[config.mk]
export PLATFORM = sky130hd
export DESIGN_NAME = tdc_readout_arbiter
export DESIGN_NICKNAME = d
export VERILOG_FILES = /design/src/rtl/tdc_readout_arbiter.sv
export SDC_FILE = /design/constraint.sdc
export NUM_CORES = 1
export LEC_CHECK = 0
export BUFFER_PORTS_ARGS = -buffer_cell sky130_fd_sc_hd__buf_2
export CAP_MARGIN = 20
export CORE_MARGIN = 4
export CORE_UTILIZATION = 52
export CTS_CLUSTER_DIAMETER = 40
export CTS_CLUSTER_SIZE = 40
export DETAILED_ROUTE_END_ITERATION = 12
export PLACE_DENSITY = 0.76
export SYNTH_ARGS = -nofsm -noshare
export SYNTH_HDL_FRONTEND = slang
export SYNTH_SLANG_ARGS = --single-unit
[constraint.sdc]
create_clock -name clk_i -period 4.1 [get_ports clk_i]
set_input_delay 0.82 -clock clk_i [delete_from_list [all_inputs] [get_ports clk_i]]
set_output_delay 0.82 -clock clk_i [all_outputs]
set_load 0.03 [all_outputs]
[src/rtl/tdc_readout_arbiter.sv]
// Round-robin arbiter that funnels armed TDC channel captures into a shared
// first-word-fall-through timestamp FIFO drained by the CPU.
module tdc_readout_arbiter #(
  parameter int NCHAN = 4,
  parameter int CH_W  = 2,
  parameter int TS_W  = 32,
  parameter int DEPTH = 8
) (
  input  logic                        clk_i,
  input  logic                        rst_n_i,
  input  logic [NCHAN-1:0]            en_i,
  input  logic [NCHAN-1:0]            ch_valid_i,
  input  logic [NCHAN*TS_W-1:0]       ch_ts_i,
  output logic [NCHAN-1:0]            ch_ack_o,
  input  logic                        rd_en_i,
  output logic                        rd_valid_o,
  output logic [CH_W-1:0]             rd_ch_o,
  output logic [TS_W-1:0]             rd_ts_o,
  output logic [$clog2(DEPTH):0]      count_o,
  output logic                        ovf_o,
  input  logic                        clr_ovf_i
);

  localparam int PTR_W = $clog2(DEPTH);
  localparam int CNT_W = PTR_W + 1;

  typedef enum logic {IDLE, ACK} state_e;

  state_e            state_q, state_d;
  logic [CH_W-1:0]   rr_q, rr_d;
  logic [NCHAN-1:0]  ack_q, ack_d;
  logic [PTR_W-1:0]  wr_q, wr_d, rd_q, rd_d, rd_nxt;
  logic [CNT_W-1:0]  cnt_q, cnt_d;
  logic              ovf_q, ovf_d;
  logic [CH_W-1:0]   hch_q, hch_d;
  logic [TS_W-1:0]   hts_q, hts_d;

  logic [CH_W-1:0]   mem_ch [DEPTH];
  logic [TS_W-1:0]   mem_ts [DEPTH];

  logic [NCHAN-1:0]  req, req_rot;
  logic              found, full, empty, push, pop, ovf_set;
  logic [CH_W-1:0]   off, gnt;
  logic [CH_W:0]     gsum;
  logic [TS_W-1:0]   gnt_ts;

  assign req   = ch_valid_i & en_i;
  assign found = |req;
  assign full  = (cnt_q == CNT_W'(DEPTH));
  assign empty = (cnt_q == '0);
  assign pop   = rd_en_i && !empty;

  // Rotate requests so the search starts at rr_q, take the lowest set bit,
  // then map the offset back to an absolute channel index.
  always_comb begin
    req_rot = NCHAN'({req, req} >> rr_q);
    off     = '0;
    for (int i = NCHAN - 1; i >= 0; i--) begin
      if (req_rot[i]) off = CH_W'(i);
    end
    gsum = {1'b0, rr_q} + {1'b0, off};
    if (gsum >= (CH_W+1)'(NCHAN)) gsum = gsum - (CH_W+1)'(NCHAN);
    gnt = gsum[CH_W-1:0];
  end

  always_comb begin
    gnt_ts = '0;
    for (int k = 0; k < NCHAN; k++) begin
      if (gnt == CH_W'(k)) gnt_ts = ch_ts_i[k*TS_W +: TS_W];
    end
  end

  always_comb begin
    state_d = state_q;
    rr_d    = rr_q;
    ack_d   = '0;
    push    = 1'b0;
    ovf_set = 1'b0;
    case (state_q)
      IDLE: begin
        if (found && !full) begin
          push    = 1'b1;
          ack_d   = NCHAN'(1) << gnt;
          rr_d    = (gnt == CH_W'(NCHAN - 1)) ? '0 : gnt + CH_W'(1);
          state_d = ACK;
        end else if (found) begin
          ovf_set = 1'b1;
        end
      end
      ACK:     state_d = IDLE;
      default: state_d = IDLE;
    endcase
  end

  always_comb begin
    ovf_d = ovf_q;
    if (ovf_set)        ovf_d = 1'b1;
    else if (clr_ovf_i) ovf_d = 1'b0;
  end

  // Head register mirrors the oldest entry and keeps its value once drained.
  always_comb begin
    rd_nxt = rd_q + PTR_W'(1);
    wr_d   = push ? wr_q + PTR_W'(1) : wr_q;
    rd_d   = pop ? rd_nxt : rd_q;
    cnt_d  = cnt_q;
    if (push && !pop)      cnt_d = cnt_q + CNT_W'(1);
    else if (!push && pop) cnt_d = cnt_q - CNT_W'(1);
    hch_d = hch_q;
    hts_d = hts_q;
    if (push && (empty || (pop && cnt_q == CNT_W'(1)))) begin
      hch_d = gnt;
      hts_d = gnt_ts;
    end else if (pop && cnt_q > CNT_W'(1)) begin
      hch_d = mem_ch[rd_nxt];
      hts_d = mem_ts[rd_nxt];
    end
  end

  always_ff @(posedge clk_i or negedge rst_n_i) begin
    if (!rst_n_i) begin
      state_q <= IDLE;
      rr_q    <= '0;
      ack_q   <= '0;
      wr_q    <= '0;
      rd_q    <= '0;
      cnt_q   <= '0;
      ovf_q   <= 1'b0;
      hch_q   <= '0;
      hts_q   <= '0;
    end else begin
      state_q <= state_d;
      rr_q    <= rr_d;
      ack_q   <= ack_d;
      wr_q    <= wr_d;
      rd_q    <= rd_d;
      cnt_q   <= cnt_d;
      ovf_q   <= ovf_d;
      hch_q   <= hch_d;
      hts_q   <= hts_d;
    end
  end

  always_ff @(posedge clk_i) begin
    if (push) begin
      mem_ch[wr_q] <= gnt;
      mem_ts[wr_q] <= gnt_ts;
    end
  end

  assign ch_ack_o   = ack_q;
  assign rd_valid_o = !empty;
  assign rd_ch_o    = hch_q;
  assign rd_ts_o    = hts_q;
  assign count_o    = cnt_q;
  assign ovf_o      = ovf_q;

endmodule

Word-level counts from Yosys, hierarchy flattened
Memory sizes are Yosys's and may differ from the RTL's.
Index checks and enable logic that the tools add are counted.
{"block": "totals", "ff_bits": 52, "ramBits": 272, "inputBits": 140, "output_inout_bits": 44, "word_cells": 76, "mem_count": 2}
{"block": "classes", "n_addsub": 7, "magnitude_cmp": 2, "eq_ne": 5, "shifts": 2, "mux": 28, "n_bitwise": 2, "reduce_logical": 19}
{"name": "mem_ts", "depth": 8, "width": 32, "read_ports": 1, "rd_ports_with_merged_regs": 0, "write_ports": 1, "line_no": "39", "text": "logic [TS_W-1:0] mem_ts [DEPTH];"}
{"name": "mem_ch", "depth": 8, "width": 2, "read_ports": 1, "rd_ports_with_merged_regs": 0, "write_ports": 1, "line_no": "38", "text": "logic [CH_W-1:0] mem_ch [DEPTH];"}
{"cell": "$mux 32", "count": 6}
{"cell": "$mux 2", "count": 8}
{"cell": "$mux 4", "count": 4}
{"cell": "$mux 1", "count": 9}
{"cell": "$shr 8x2->4", "count": 1}
{"cell": "$logic_and 1x1->1", "count": 7}
{"cell": "$add 3x1->3 const B", "count": 2}
{"cell": "$reduce_bool 2->1", "count": 3}
{"cell": "$add 4x1->4 const B", "count": 1}
{"cell": "$and 4x4->4", "count": 1}
{"cell": "$eq 2x2->1 const B", "count": 2}
{"cell": "$eq 4x1->1 const B", "count": 1}
{"cell": "$eq 4x4->1 const B", "count": 1}
{"cell": "$gt 4x1->1 const B", "count": 1}
{"cell": "$logic_not 1->1", "count": 4}
{"cell": "$logic_not 4->1", "count": 1}
{"cell": "$reduce_or 4->1", "count": 1}
{"cell": "$shl 1x2->4 const A", "count": 1}
{"cell": "$sub 4x1->4 const B", "count": 1}
{"cell": "$add 2x2->3", "count": 1}
{"cell": "$ge 3x3->1 const B", "count": 1}
{"cell": "$add 2x1->2 const B", "count": 1}
{"cell": "$eq 2x1->1 const B", "count": 1}
{"cell": "$logic_not 2->1", "count": 1}
{"cell": "other kinds (5)", "count": 5}

Depth between registers and ports, before layout
Gate-level depths: netlist of run 1.
{"block": "depth", "depth_word": 15, "mapped_depth": 17, "ltp_nobuf": 14}

Least setup slack after synthesis of run 1
OpenSTA, ideal clock, no wires.
{"block": "synth_path", "path_type": "reg-to-reg", "startpoint": "register cnt_q[0] (netlist: count_o[0])", "endpoint": "memory mem_ch[3][0], enable pin", "setup_time_ns": 0.475, "arrival_ns": 4.283, "required_ns": 3.625, "setup_slack_ns": -0.658, "path_stages_with_launch": 8, "path_buffers": 1, "synth_period_minus_slack_ns": 4.758, "path_cell_list": "dfrtp_1 -> inv_1 -> ha_1 -> and3b_1 -> a211oi_4 -> buf_2 -> nand2_1 -> nor3b_1"}
{"block": "synth_via", "elab_chain_cells": 7}
{"item": "start, declared", "line_no": "33", "text": "logic [CNT_W-1:0] cnt_q, cnt_d;"}
{"item": "start signal, assigned", "line_no": "137", "text": "cnt_q <= cnt_d;"}
{"item": "$eq 4x4->1", "line_no": "49", "text": "assign full = (cnt_q == CNT_W'(DEPTH));"}
{"item": "$logic_not 1->1", "line_no": "81", "text": "if (found && !full) begin"}
{"item": "$logic_and 1x1->1", "line_no": "81"}
{"item": "$mux 1", "line_no": "81"}
{"item": "$mux 1", "line_no": "79", "text": "case (state_q)"}
{"item": "named net push", "line_no": "42", "text": "logic found, full, empty, push, pop, ovf_set;"}
{"item": "$mux 1", "line_no": "145", "text": "if (push) begin"}
{"item": "$mux 1 (not written as such)", "line_no": "146", "text": "mem_ch[wr_q] <= gnt;"}
{"item": "end, declared", "line_no": "38"}
The timed path passes the listed nets, and every way through them passes these cells.

Final worst setup path of run 1
{"block": "layout_path", "startpoint": "register rr_q[0]", "endpoint": "register hts_q[18] (netlist: rd_ts_o[18])"}
{"block": "layout_via", "elab_chain_cells": 14, "elab_cells_between_ends": 18, "cone_classes": "add/sub (2); order compare (1); eq/ne (3); shift (1); mux (10); reduce/logical (1)"}
{"item": "start, declared", "line_no": "30", "text": "logic [CH_W-1:0] rr_q, rr_d;"}
{"item": "start signal, assigned", "line_no": "133", "text": "rr_q <= rr_d;"}
{"item": "$shr 8x2->4", "line_no": "56", "text": "req_rot = NCHAN'({req, req} >> rr_q);"}
{"item": "$mux 2 (4 in a row)", "line_no": "59", "text": "if (req_rot[i]) off = CH_W'(i);"}
{"item": "$add 2x2->3 (*)", "line_no": "61", "text": "gsum = {1'b0, rr_q} + {1'b0, off};"}
{"item": "$ge 3x3->1 / $sub 2x1->2 (equally long branches)", "line_no": "62", "text": "if (gsum >= (CH_W+1)'(NCHAN)) gsum = gsum - (CH_W+1)'(NCHAN);"}
{"item": "$mux 2 (*)", "line_no": "62"}
{"item": "named net gsum[0]", "line_no": "44", "text": "logic [CH_W:0] gsum;"}
{"item": "$logic_not 2->1", "line_no": "69", "text": "if (gnt == CH_W'(k)) gnt_ts = ch_ts_i[k*TS_W +: TS_W];"}
{"item": "$mux 32 (3 in a row)", "line_no": "69"}
{"item": "$mux 32 (*)", "line_no": "69"}
{"item": "named net gnt_ts[18]", "line_no": "45", "text": "logic [TS_W-1:0] gnt_ts;"}
{"item": "$mux 32 (*)", "line_no": "111", "text": "if (push && (empty || (pop && cnt_q == CNT_W'(1)))) begin"}
{"item": "end signal, assigned", "line_no": "140", "text": "hts_q <= hts_d;"}
{"item": "end, declared", "line_no": "36", "text": "logic [TS_W-1:0] hts_q, hts_d;"}
The timed path passes the listed nets; every way through them passes the cells marked *.
A chain may end at the register's enable or synchronous reset.

==> results.py, run 1 <==
metrics = {
    "outcome": {
        "outcome": "finished clean",
    },
    "clock_tree": {
        "clock_tree.root_cell": "clkbuf_16",
        "insertion_delay_ns": 0.52,
        "htree_levels": 2,
        "cts_hold_buf": 0,
        "cts_buffer_depth": 3,
        "cts_buffers": 36,
        "post_cts_buffers": 0,
        "cts_tree": "built",
        "cts.sinks": 324,
        "cts_resized": 0,
        "path_clk_slew_ns": 0.08,
    },
    "logic_synthesis": {
        "ys_warn_count": 0,
        "async_reset_ff_frac": 0.1605,
        "syn_avg_cell_area_um2": 16.13,
        "muxShareOfSynthArea": 0.1392,
        "syn-instance-count": 858,
        "yosysSeqAreaShare": 0.6843,
        "synth_xor_area_frac": 0.006872,
        "yosysUniqueCellTypes": 46,
        "synth_simple_gate_area_share": 0.05986,
        "synth-compound-area-share": 0.07749,
        "synth_fa_ha_area_frac": 0.01067,
        "synth_enable_flop_cells": 272,
        "yosys_register_bits": 324,
        "synth_top_family_by_area": "multiplexers",
        "synthFlopType": "edfxtp_1",
        "synth_nets": 1009,
        "netlist_area_um2": 13840,
    },
    "floorplan": {
        "die_h_um": 171.1,
        "ios": 184,
        "core_um2": 26130,
        "start_util": 0.5295,
        "die_w_um": 171.1,
        "dieArea_um2": 29290,
        "rows": 59,
    },
    "place": {
        "place_area_um2": 15520,
        "routabilityCongestion": 0.8191,
        "hpwl_um": 19770,
        "port_buffers": 183,
    },
    "sta": {
        "fin_tns_setup_ns": 0,
        "setup_viol": 0,
        "fmax_ghz": 0.2779,
        "min_period_ns": 3.599,
        "worstMarginPinSlew_ns": 0.9952,
        "fin_crit_sh": 0.8778,
        "max_slew_margin": 0.3308,
        "rsz0062_at_grt": "no",
        "slew_viol_final": 0,
        "finClkSkew_ns": 0.02226,
        "hold_viol_final": 0,
    },
    "run": {
        "cap_viol_max_count": 0,
    },
    "route": {
        "drc": 0,
        "ant_nets": 0,
        "route.vias.total": 8523,
        "viasPerCell": 5.898,
        "first_pass_iters": 5,
        "routed_wl_um": 31900,
        "detail_route.wl_per_cell_um": 22.08,
        "first_iter_violations": 584,
    },
    "cells_and_area": {
        "drive_gt1_frac": 0.3679,
        "final_cell_area_um2": 16760,
        "fin_util": 0.6415,
        "layout.nets": 1234,
        "syn2layout_area_growth_pct": 21.15,
    },
    "power_and_ir_drop": {
        "power_mw": 17.57,
        "ir_drop_mv": 0.5657,
        "powerDensity_nw_per_um2": 1048,
        "p_leak_nw": 6.229,
    },
    "setup_path": {
        "cp-end-kind": "flop",
        "r2r_setup_slack_ns": 0.50,
        "start_kind": "flop",
        "critical_path_class": "reg2reg",
        "required_ns": 4.57,
        "arrival_ns": 4.07,
        "crit_fanout": 20,
    },
    "grt": {
        "grt_pass1_vias": 8364,
        "grt_first_pass_wirelength_um": 48090,
        "antenna_found_initial": 0,
        "grt_max_degree": 38,
        "grt-ovfl-total": 0,
        "grt_usage": 0.2160,
    },
    "worst_hold_path": {
        "hp-class": "in2async",
    },
}
-- cells by family after synthesis --
| logic type | Yosys count |
|---|---|
| DFF | 324 |
| xor gates and xnor gates | 10 |
| adders and majority gates | 12 |
| AOI/OAI and AO/OA | 170 |
| muxes | 107 |
| and+or+nand+nor | 171 |
| buffers and inverters | 64 |
-- routing by layer --
metal / GRT usage / vias up / routed length [um]
met5: 0 / - / 0
met2: 0.3597 / 328 / 16030
met4: 0.05546 / 0 / 574
met3: 0.04506 / 45 / 2562
met1: 0.2959 / 4333 / 12740
li1: - / 3817 / -
-- worst paths after layout --
path                                                 to           startpoint  cells after the start
worst min register to register        ovf_o$_DFFE_PN0P_    ovf_o$_DFFE_PN0P_                      1
worst min-delay path             rd_ts_o[0]$_DFFE_PN0P_              rst_n_i                      1
max in group asynchronous        rd_ts_o[2]$_DFFE_PN0P_              rst_n_i                      2
worst max register to register  rd_ts_o[18]$_DFFE_PN0P_  rr_q[0]$_DFFE_PN0P_                     14
worst max-delay path            rd_ts_o[18]$_DFFE_PN0P_  rr_q[0]$_DFFE_PN0P_                     14
min in group clk_i                    ovf_o$_DFFE_PN0P_    ovf_o$_DFFE_PN0P_                      1
-- cell type report --
type | count | area [um^2]
timing repair buffer | 246 | 1464
sequential | 324 | 9473
antenna | 1 | 2.502
inverter | 5 | 18.77
fill | 1810 | 9368
tap | 335 | 419.2
clock buffer | 39 | 943.4
multi-input combinational | 470 | 4141
clock inverter | 25 | 302.8
-- worst max-delay path, cell delays in order (launching register included) --
cell and delay [ns]:
dfrtp_1 0.53, mux2_2 0.39, o21ai_0 0.07, a21oi_1 0.09, a31o_2 0.23, ha_1 0.31, inv_1 0.12, ha_1 0.48
buf_4 0.37, nand3b_1 0.11, a21oi_1 0.16, a21oi_1 0.05, o21ai_0 0.22, buf_4 0.20, o221a_2 0.20
-- cells in the final DEF (no fill, tap or decap), types with 6 or more instances in the layout --
cell	synthesis	routed
dfrtp_1	52	51
buf_2	17	183
ha_1	11	7
o21ai_0	34	34
nor2_1	30	29
mux2i_1	35	35
o221a_2	9	9
a211oi_1	21	21
nand3b_1	32	32
buf_4	6	57
edfxtp_1	272	272
clkbuf_16	0	37
mux4_2	68	68
buf_12	0	6
nand2_1	84	84
a21o_1	21	21
a21oi_1	69	69
-- sequential cells by signal (all words and copies together), names as in the netlist --
signal	flops
ch_ack_o	4
count_o	4
mem_ch	16
mem_ts	256
ovf_o	1
rd_ch_o	2
rd_q	3
rd_ts_o	32
rr_q	2
state_q	1
wr_q	3
-- synth_stat cells, drive strengths merged, types with 2 or more instances --
| cell type | n | area share |
|---|---|---|
| ha | 11 | 0.0099 |
| clkbuf | 31 | 0.0084 |
| a221o | 3 | 0.0022 |
| mux4 | 68 | 0.11 |
| nor3b | 3 | 0.0016 |
| edfxtp | 272 | 0.59 |
| and3b | 3 | 0.0019 |
| nor3 | 3 | 0.0011 |
| xnor2 | 4 | 0.0025 |
| inv | 5 | 0.0014 |
| nand3 | 4 | 0.0014 |
| mux2i | 35 | 0.025 |
| nand2 | 85 | 0.023 |
| a211oi | 22 | 0.013 |
| xor2 | 6 | 0.0043 |
| buf | 28 | 0.012 |
| nand3b | 32 | 0.017 |
| a21oi | 69 | 0.025 |
| a22oi | 2 | 0.0011 |
| o21ai | 37 | 0.013 |
| a21o | 21 | 0.011 |
| o221a | 9 | 0.0073 |
| nor2 | 31 | 0.0086 |
| and2 | 5 | 0.0023 |
| mux2 | 4 | 0.0033 |
| dfrtp | 52 | 0.094 |
| nor2b | 2 | 0.00090 |
-- per-stage QoR --
step | std cells | setup WS (ns) | hold slack (ns)
3_3_place_gp | 1380 | 0.2573 | 0.5022
4_1_cts | 1444 | 0.5312 | 0.4464
2_1_floorplan | 858 | -0.6581 | 0.4835
6_report | 1445 | 0.5010 | 0.4263
5_1_grt | 1444 | 0.2804 | 0.4704
3_5_place_dp | 1380 | 0.1834 | 0.4969
-- power breakdown --
group | switching (mW) | internal [mW] | leakage, nW | total (mW)
Clock | 1.39 | 1.92 | 0.598 | 3.32
Sequential | 0.469 | 5.70 | 3.10 | 6.16
Combinational | 4.75 | 3.33 | 2.53 | 8.09
Note: power is estimated with default switching activity, not from simulation.
==> inputs of run 2 (changes only) <==
CORE_UTILIZATION = 62   (was 52)
MAX_ROUTING_LAYER = met4   (was default)
PLACE_DENSITY = 0.85   (was 0.76)
clock period = 4.4 ns   (was 4.1 ns; I/O delays follow)
==> results.py, run 2 (same netlist as run 1, synthesis figures left out) <==
metrics = {
    "clock_tree": {
        "path_clk_slew_ns": 0.07,
        "htree_levels": 2,
        "insertion_delay_ns": 0.52,
        "cts_resized": 0,
        "cts_buffer_depth": 3,
        "cts_hold_buf": 0,
        "cts_buffers": 35,
        "clock_tree.root_cell": "clkbuf_16",
        "cts_tree": "built",
        "cts.sinks": 324,
        "post_cts_buffers": 0,
    },
    "setup_path": {
        "cp-end-kind": "flop",
        "critical_path_class": "reg2reg",
        "required_ns": 4.86,
        "start_kind": "flop",
        "crit_fanout": 22,
        "arrival_ns": 4.50,
    },
    "floorplan": {
        "core_um2": 21890,
        "rows": 54,
        "start_util": 0.6321,
        "die_h_um": 157.4,
        "ios": 184,
        "die_w_um": 157.4,
        "dieArea_um2": 24770,
    },
    "cells_and_area": {
        "largest_register_ffs": 256,
        "syn2layout_area_growth_pct": 19.30,
        "nFillCells": 1215,
        "layout.nets": 1212,
        "diodes": 0,
        "final_common_cell": "edfxtp_1",
        "drive_gt1_frac": 0.3533,
        "regMostFlops": "mem_ts",
        "final_cell_mix": "edfxtp_1, buf_2, nand2_1, a21oi_1, mux4_2",
    },
    "sta": {
        "fmax_ghz": 0.2473,
        "finClkSkew_ns": 0.02058,
        "rsz0062_at_grt": "no",
        "slew_viol_final": 0,
        "fin_crit_sh": 0.9189,
        "max_slew_margin": 0.2446,
        "hold_viol_final": 0,
        "worstMarginPinSlew_ns": 1.121,
        "min_period_ns": 4.043,
        "setup_viol": 0,
        "worst_hold_slack_ns": 0.4581,
    },
    "route": {
        "drc": 0,
        "viasPerCell": 6.579,
        "routed_wl_um": 36440,
        "first_pass_iters": 6,
        "route.vias.total": 8993,
        "detail_route.wl_per_cell_um": 26.65,
        "ant_nets": 0,
        "first_iter_violations": 1129,
    },
    "run": {
        "cap_viol_max_count": 0,
    },
    "outcome": {
        "outcome": "finished clean",
    },
    "grt": {
        "antenna_found_initial": 0,
        "grt_max_degree": 45,
        "grt_pass1_vias": 9096,
        "grt-ovfl-total": 0,
        "grt_usage": 0.3088,
        "grt_first_pass_wirelength_um": 54510,
    },
    "power_and_ir_drop": {
        "pwr-share-comb": 0.458,
        "ir_drop_mv": 0.6714,
        "power_mw": 16.24,
        "p_sw_mw": 6.348,
        "intPower_mw": 9.894,
        "switching_share": 0.3908,
        "powerDensity_nw_per_um2": 983.8,
        "p_leak_nw": 6.108,
        "clkPwrFrac": 0.187,
        "pwr-share-seq": 0.356,
    },
    "place": {
        "port_buffers": 183,
        "routabilityCongestion": 0.7957,
        "hpwl_um": 21190,
    },
    "worst_hold_path": {
        "hp-class": "in2async",
    },
}
==> run 2: cell count changes in the layout (fill, tap and decap cells not counted), moves of 2 or more <==
cell | previous run | this run
clkinv_8 | 3 | 0
clkbuf_4 | 0 | 2
inv_6 | 3 | 5
buf_12 | 6 | 8
inv_8 | 5 | 1
buf_4 | 57 | 32
==> run 2: metrics by stage <==
step                setup WS, ns  area [um^2]  TNS [ns]  utilization  instances
finish                    0.3570        16510         0       0.7542       1367
global route              0.1706        16510         0       0.7542       1367
CTS                       0.3283        16490         0       0.7535       1365
detailed placement        0.1664        15290         0       0.6984       1302
global placement          0.3124        15270         0       0.6975       1301
floorplan                -0.3581        13840    -36.37            -        858
==> run 2: worst paths after layout <==
kind                                      from                      end  slack, ns  cells after the start
setup / recovery           rr_q[0]$_DFFE_PN0P_  rd_ts_o[10]$_DFFE_PN0P_       0.36                     14
hold / removal                         rst_n_i   count_o[2]$_DFFE_PN0P_       0.46                      1
setup reg to reg           rr_q[0]$_DFFE_PN0P_  rd_ts_o[10]$_DFFE_PN0P_       0.36                     14
hold reg to reg              ovf_o$_DFFE_PN0P_        ovf_o$_DFFE_PN0P_       0.53                      1
max in group asynchronous              rst_n_i   rd_ts_o[0]$_DFFE_PN0P_       2.99                      2
min in group clk_i           ovf_o$_DFFE_PN0P_        ovf_o$_DFFE_PN0P_       0.53                      1
==> run 2: critical path, stage by stage (launching register included) <==
cell and delay (ns):
dfrtp_1 0.56, mux2_2 0.40, o21ai_0 0.08, a21oi_1 0.10
a31o_2 0.24, ha_1 0.19, xor2_1 0.25, inv_1 0.11
ha_2 0.21, buf_4 0.20, nand3b_1 0.20, a21oi_1 0.18
a21oi_1 0.07, o21ai_0 0.86, o221a_2 0.32
==> run 2: layout make-up <==
class                      instances  area (um^2)  area share
clock buffer                      40        947.2     0.05737
clock inverter                    23        257.7     0.01561
inverter                           5        18.77    0.001137
multi-input combinational        470         4131      0.2502
sequential                       324         9473      0.5738
tap                              280        350.3     0.02122
timing repair buffer             225         1331     0.08064
==> run 2: power groups by stage <==
stage | logic [mW] | registers [mW] | clock network [mW]
after floorplan | 4.62 | 6.00 | 0
after global placement | 6.84 | 5.73 | 0
after detailed placement | 7.15 | 5.80 | 0
after CTS | 7.33 | 5.77 | 3.05
after global routing | 7.98 | 5.85 | 3.19
final | 7.43 | 5.77 | 3.03
==> run 2: routing by layer <==
layer / track usage / wire length [um] / vias up / part of all wire
met5: - / 0 / - / 0
met4: 0.1151 / 1527 / 0 / 0.042
met3: 0.04922 / 3560 / 126 / 0.098
met2: 0.5019 / 18250 / 631 / 0.50
met1: 0.4010 / 13100 / 4460 / 0.36
li1: - / - / 3776 / -
